**config.mk**
```make
export PLATFORM = sky130hd
export DESIGN_NAME = seq_shifter
export DESIGN_NICKNAME = d
export VERILOG_FILES = /design/src/rtl/seq_shifter.sv
export SDC_FILE = /design/constraint.sdc
export NUM_CORES = 1
export LEC_CHECK = 0
export ABC_AREA = 1
export BUFFER_PORTS_ARGS = -buffer_cell sky130_fd_sc_hd__buf_2
export CAP_MARGIN = 15
export CORE_ASPECT_RATIO = 1.1
export CORE_MARGIN = 1.5
export CORE_UTILIZATION = 30
export CTS_CLUSTER_SIZE = 24
export DETAILED_ROUTE_END_ITERATION = 6
export GPL_TIMING_DRIVEN = 0
export PLACE_DENSITY = 0.48
export REMOVE_ABC_BUFFERS = 1
export SLEW_MARGIN = 20
export SYNTH_ARGS = -nofsm -noshare
export SYNTH_HDL_FRONTEND = slang
export SYNTH_SLANG_ARGS = --single-unit
```
**constraint.sdc**
```tcl
create_clock -name clk -period 1.55 [get_ports clk]
set_input_delay 0.155 -clock clk [delete_from_list [all_inputs] [get_ports clk]]
set_output_delay 0.155 -clock clk [all_outputs]
set_load 0.02 [all_outputs]
```
**src/rtl/seq_shifter.sv**
```systemverilog
// seq_shifter -- multi-cycle sequential shifter.
//
// Takes a WIDTH-bit operand plus a shift command and moves the operand one
// bit position per clock until the requested amount has been applied. It is
// the small, variable-latency alternative to a combinational barrel shifter.
//
// Ports
//   clk    : clock, all state changes on the rising edge
//   rst    : synchronous active-high reset (priority over everything)
//   start  : command request, accepted only while ready
//   din    : operand, sampled on the accepting edge
//   shamt  : shift amount 0..WIDTH-1, sampled on the accepting edge
//   LR     : direction, 0 = right, 1 = left
//   AL     : 1 = arithmetic fill (right shifts only), 0 = logical
//   ROT    : 1 = rotate, overrides AL
//   ready  : high while idle
//   busy   : high from acceptance through the done cycle
//   done   : one-cycle pulse in the cycle dout first shows a new result
//   dout   : result register, held between commands
//
// Latency for shamt = N is N+2 cycles. The cycle after acceptance starts the
// step loop, N cycles shift, one more cycle copies the result to dout, and
// that copy edge is also the DONE-entry edge.
module seq_shifter #(
  parameter int WIDTH = 8,
  parameter int SHW   = 3
) (
  input  logic             clk,
  input  logic             rst,
  input  logic             start,
  input  logic [WIDTH-1:0] din,
  input  logic [SHW-1:0]   shamt,
  input  logic             LR,
  input  logic             AL,
  input  logic             ROT,
  output logic             ready,
  output logic             busy,
  output logic             done,
  output logic [WIDTH-1:0] dout
);

  typedef enum logic [1:0] {
    IDLE  = 2'd0,
    SHIFT = 2'd1,
    DONE  = 2'd2
  } state_t;

  // Mode bits are latched at acceptance, so later input changes cannot
  // disturb a command that is already running.
  typedef struct packed {
    logic lr;
    logic al;
    logic rot;
  } mode_t;

  state_t           state;
  mode_t            mode;
  logic [WIDTH-1:0] data;
  logic [SHW-1:0]   cnt;

  // Single-step datapath: each bit takes either its lower neighbour (left
  // shift) or its upper neighbour (right shift). The two end bits take the
  // fill bits instead.
  logic             fill_msb;
  logic             fill_lsb;
  logic [WIDTH-1:0] from_lo;
  logic [WIDTH-1:0] from_hi;
  logic [WIDTH-1:0] data_step;

  always_comb begin
    fill_msb = 1'b0;
    if (mode.rot)      fill_msb = data[0];
    else if (mode.al)  fill_msb = data[WIDTH-1];
  end

  // A left shift never sign-fills, so AL plays no part here.
  assign fill_lsb = mode.rot ? data[WIDTH-1] : 1'b0;

  for (genvar i = 0; i < WIDTH; i++) begin : g_bit
    if (i == 0) begin : g_lo_end
      assign from_lo[i] = fill_lsb;
    end else begin : g_lo_mid
      assign from_lo[i] = data[i-1];
    end

    if (i == WIDTH-1) begin : g_hi_end
      assign from_hi[i] = fill_msb;
    end else begin : g_hi_mid
      assign from_hi[i] = data[i+1];
    end

    assign data_step[i] = mode.lr ? from_lo[i] : from_hi[i];
  end

  // Control FSM with registered handshake outputs.
  always_ff @(posedge clk) begin
    if (rst) begin
      state <= IDLE;
      mode  <= '0;
      data  <= '0;
      cnt   <= '0;
      dout  <= '0;
      done  <= 1'b0;
      busy  <= 1'b0;
      ready <= 1'b1;
    end else begin
      done <= 1'b0;
      case (state)
        IDLE: begin
          if (start) begin
            data  <= din;
            cnt   <= shamt;
            mode  <= '{lr: LR, al: AL, rot: ROT};
            state <= SHIFT;
            busy  <= 1'b1;
            ready <= 1'b0;
          end
        end

        SHIFT: begin
          if (cnt != '0) begin
            data <= data_step;
            cnt  <= cnt - 1'b1;
          end else begin
            // dout only moves here; done rises with it.
            dout  <= data;
            done  <= 1'b1;
            state <= DONE;
          end
        end

        DONE: begin
          // Any start seen here or during SHIFT is dropped, not queued.
          state <= IDLE;
          busy  <= 1'b0;
          ready <= 1'b1;
        end

        default: begin
          state <= IDLE;
          busy  <= 1'b0;
          ready <= 1'b1;
        end
      endcase
    end
  end

endmodule

```
==> impl_metrics.yaml, run 1 <==
outcome:
  status: "finished clean"
final_layout:
  layout-drive-gt1-share_pct: 23.0
  fin_nets: 220
  area_delta_synth_final_pct: 17.9
  diodes: 0
  mostFrequentLayoutCell: "nand2_1"
  fillers: 438
  most-common-layout-cells: "nand2_1, dfxtp_1, buf_2"
yosys:
  ys_seq_elements: 27
  ys_warn_count: 0
  synth_area_leaders: "dfxtp_1, nand2_1, nor2_1, o21ai_0, a21oi_1"
  synth_area_per_cell_um2: 7.26
  synth_top_area_cell: "dfxtp_1"
  synth_area_um2: 1260
  yosysUniqueCellTypes: 22
  seq_area_frac_synth_pct: 43.0
  synthCells: 173
  synth_top_area_share_pct: 43.0
sta:
  slew_viol_final: 0
  final_hold_viol_count: 0
  relSlewSlack_pct: 55.7
  worst_slack_ns: 0.130
  fin_skew_ns: 0.00928
  period_share_pct: 91.6
  setup_violations: 0
  grt_setup_unrepaired: "no"
  fmax_mhz: 704
  fin_tns_setup_ns: 0
  fin_crit_ns: 1.42
  worst_pin_slew_ns: 0.663
clock_tree:
  cts_made_buffers: 3
  cts_num_sinks: 27
  clockBufferDepth: 2
  cts.reportedPaths.clkPinSlew_ns: 0.09
  cts_root_buf: "clkbuf_8"
  hold_buffers: 0
  insertion_delay_ns: 0.28
  cts_tree: "done"
  h-tree-depth: 1
setup_path:
  critical_path_class: "register to register"
  path_cells: "inv_1 > ha_1 > nand2_2 > nand2_2 > nand2_4 > inv_2 > nor2_1 > nor2_1"
  endpoint_kind: "register"
  crit_required_ns: 1.72
  cp_num_buf_inv: 2
  start_kind: "register"
  critPathMaxFanout: 13
  cpLargestDelayFamily: "simple AND/OR/NAND/NOR gates"
  cp_slowest_stage_delay_ns: 0.37
  r2r_slack_ns: 0.13
  slowest_stage: "dfxtp_1"
  cp.arrival_ns: 1.59
floorplanning:
  die_width_um: 64.7
  core.rowCount: 24
  pin_count: 28
  dieArea_um2: 4590
  initial_utilization_pct: 31.5
  core_um2: 3990
  fp.dieH_um: 70.9
power:
  max-vdd-ir-drop_v: 0.000350
  finalPower_mw: 1.72
  p_leak_nw: 0.689
  powerDensity_nw_per_um2: 1160
drt:
  drt_iter0_drc: 50
  antenna_left: 0
  wl_met1_um: 1420
  drt_wl_total_um: 2800
  vias_per_cell: 4.47
  vias: 1127
  wl_met2_um: 1260
  drcViolationCount: 0
  first_pass_iters: 6
  top_layer_used: "met4"
  wl_per_cell_um: 11.1
  routed-wl-met3_um: 73
placement:
  post-place-ws_ns: 0.0763
  dp_hpwl_um: 1920
  port_buffers: 27
  gp_congestion: 0.748
global_routing:
  grt-ovfl-total: 0
  track_usage_pct: 13.0
  antenna_found_initial: 0
  grt_pass1_vias: 1003
  grt_pass1_wl_um: 4690
  grt_max_degree: 24
hold_path:
  hp-class: "input port to register"
flow_run:
  maxCapViolations: 0
[registers in the layout, indices dropped and copies added (netlist names)]
register / count
ready: 1
mode: 3
dout: 8
done: 1
busy: 1
cnt: 3
data: 8
state: 2
[layout make-up]
cell class | instances | area, µm² | area share [%]
clock buffers | 3 | 41.3 | 2.79
clock inverters | 1 | 7.51 | 0.507
inverters | 18 | 67.6 | 4.56
multi-input cells | 121 | 602 | 40.6
flip-flops and latches | 27 | 541 | 36.5
well taps | 52 | 65.1 | 4.39
repair buffers | 30 | 158 | 10.6
[where the power goes]
part	switching [mW]	internal [mW]	leakage (nW)	total, mW
Sequential	0.0651	0.783	0.223	0.848
Clock	0.228	0.183	0.0217	0.411
Combinational	0.293	0.167	0.444	0.459
Total	0.586	1.13	0.689	1.72
[repair_timing]
action | in CTS | in global routing
buffers inserted | 0 | 3
endpoints found under the setup margin | 0 | 9
gates resized for setup | 0 | 1
[kinds of logic after synthesis]
logic type                 count (synthesis)  synth area share, %
and+or+nand+nor                           78                 27.9
AOI/OAI and AO/OA                         41                 17.8
DFF                                       27                 43.0
buffers and inverters                     25                 9.26
adders and majority gates                  2                 1.99
[through the flow]
stage	area, µm²	instances	hold WS [ns]	utilization (%)
floorplan	1210	166	0.224	-
global placement	1410	245	0.373	35.2
detailed placement	1410	245	0.373	35.2
CTS	1460	249	0.0751	36.5
global route	1480	252	0.0894	37.1
finish	1480	252	0.0821	37.1
[synth_stat cells]
cell      instances
o21ai_2           1
nor3_1            2
nand3_4           1
o21ai_0          15
buf_4             1
inv_1            15
dfxtp_1          27
inv_2             3
nor2_4            2
buf_2             3
o21ai_1           7
nand2_2           1
buf_6             2
or2_2             1
nand2_1          40
clkbuf_1          1
nand2_4           2
a21oi_1          12
nor2_1           24
ha_1              2
o211ai_1          6
nand3_1           5
[path summary, 6_finish.rpt]
path | from | end | cells after the start
setup reg to reg | cnt[0] | data[0] | 8
hold / removal | rst | busy | 2
setup / recovery | cnt[0] | data[0] | 8
hold reg to reg | ready | ready | 2
[worst reg2reg max path, cell delays in order (launching register included)]
cell and delay, ns:
dfxtp_1 0.37, inv_1 0.07, ha_1 0.21, nand2_2 0.13, nand2_2 0.08, nand2_4 0.15
inv_2 0.14, nor2_1 0.12, nor2_1 0.05
[layer usage]
metal / GRT usage [%] / vias to the layer above
li1: - / 610
met1: 18.1 / 494
met2: 20.4 / 19
met3: 1.91 / 4
met4: 4.96 / 0
met5: 0 / -
No activity file was read; power rests on OpenSTA's default activity.
==> run 2: changes to the inputs <==
CTS_BUF_LIST = sky130_fd_sc_hd__clkbuf_16   (was default)
GPL_ROUTABILITY_DRIVEN = 0   (was default)
==> impl_metrics.yaml, run 2 (synthesis gave the netlist of run 1 again) <==
setup_path:
  reg2regPathDepth: 8
  cp_slowest_stage_delay_ns: 0.36
  endpoint_kind: "register"
  cp_num_buf_inv: 2
  r2r_end: "data[0]"
  critical_path_class: "register to register"
  critPathMaxFanout: 13
  path_cells: "inv_1 > ha_1 > nand2_2 > nand2_2 > nand2_4 > inv_2 > nor2_1 > nor2_1"
  slowest_stage: "dfxtp_1"
  crit_required_ns: 1.70
  r2r_slack_ns: 0.14
  worstSetupEndpoint: "data[0]"
  critical_path_depth: 8
  cpLargestDelayFamily: "simple AND/OR/NAND/NOR gates"
  cp.arrival_ns: 1.57
  start_kind: "register"
  r2r_start: "cnt[0]"
  cp-startpoint: "cnt[0]"
drt:
  vias_per_cell: 4.43
  drt_wl_total_um: 2790
  wl_met1_um: 1420
  top_layer_used: "met4"
  drt_iter0_drc: 36
  wl_per_cell_um: 11.1
  first_pass_iters: 4
  vias: 1117
  drcViolationCount: 0
  routed-wl-met3_um: 76
  antenna_left: 0
  wl_met2_um: 1240
sta:
  whs_ns: 0.0972
  fin_tns_setup_ns: 0
  setup_violations: 0
  fin_crit_ns: 1.41
  grt_setup_unrepaired: "no"
  slew_viol_final: 0
  fin_skew_ns: 0.00573
  relSlewSlack_pct: 55.7
  fmax_mhz: 707
  period_share_pct: 91.2
  final_hold_viol_count: 0
  worst_pin_slew_ns: 0.663
floorplanning:
  pin_count: 28
  core.rowCount: 24
  fp.dieH_um: 70.9
  core_um2: 3990
  dieArea_um2: 4590
  initial_utilization_pct: 31.5
  die_width_um: 64.7
final_layout:
  area_delta_synth_final_pct: 20.6
  final_cells: 252
  top_regs: "data (8), dout (8)"
  post-route-util_pct: 37.9
  mostFrequentLayoutCell: "nand2_1"
  fin_area_um2: 1520
  fillers: 430
  most-common-layout-cells: "nand2_1, dfxtp_1, buf_2"
  layout-drive-gt1-share_pct: 23.0
  fin_nets: 220
  diodes: 0
flow_run:
  maxCapViolations: 0
placement:
  port_buffers: 27
  dp_hpwl_um: 1920
  placed_cells: 245
  placed_area_um2: 1410
clock_tree:
  cts_root_buf: "clkbuf_16"
  insertion_delay_ns: 0.26
  cts_tree: "done"
  cts.reportedPaths.clkPinSlew_ns: 0.06
  h-tree-depth: 1
  cts_num_sinks: 27
  cts_made_buffers: 3
  clockBufferDepth: 2
  hold_buffers: 0
hold_path:
  hp-class: "input port to register"
  hold_depth: 2
power:
  max-vdd-ir-drop_v: 0.000408
  p_leak_nw: 0.704
  powerDensity_nw_per_um2: 1260
outcome:
  status: "finished clean"
global_routing:
  grt_max_degree: 24
  antenna_found_initial: 0
  grt-ovfl-total: 0
  track_usage_pct: 13.2
  grt_pass1_vias: 1004
  grt_pass1_wl_um: 4710
## run 2: cell count changes in the layout (fill, tap and decap cells not counted)
cell / delta
clkbuf_8: -3
clkbuf_16: +3
## run 2: worst min path at each step
| stage | from | end |
|---|---|---|
| after detailed placement | rst | busy |
| final | rst | busy |
| after global routing | rst | state[0] |
| after CTS | rst | busy |
| after global placement | rst | busy |
| after floorplan | rst | busy |
## run 2: final cells by class
type / count / area (µm²) / share of cell area [%]
clock inverter: 1 / 7.51 / 0.495
timing repair buffer: 30 / 158 / 10.4
multi-input combinational: 121 / 602 / 39.7
inverter: 18 / 67.6 / 4.46
tap: 52 / 65.1 / 4.29
sequential: 27 / 541 / 35.7
clock buffer: 3 / 75.1 / 4.95
## run 2: timing repair
item,in CTS,in global routing
buffers inserted,0,3
endpoints found under the setup margin,0,9
gates resized for setup,0,1
## run 2: power by group
| group | internal (mW) | switching, mW | total (mW) |
|---|---|---|---|
| combinational | 0.167 | 0.293 | 0.459 |
| clock | 0.351 | 0.247 | 0.598 |
| sequential | 0.784 | 0.0651 | 0.849 |
## run 2: per-layer routing
layer | global-route usage [%] | up-vias
met3 | 2.38 | 5
met2 | 20.3 | 17
met4 | 5.67 | 0
met1 | 18.1 | 483
li1 | - | 612
met5 | 0 | -
## run 2: stage by stage
step	setup slack (ns)	power, mW
finish	0.136	1.91
global placement	0.0858	1.30
global route	0.00624	2.04
detailed placement	0.0763	1.31
CTS	0.0658	1.91
floorplan	0.279	1.17
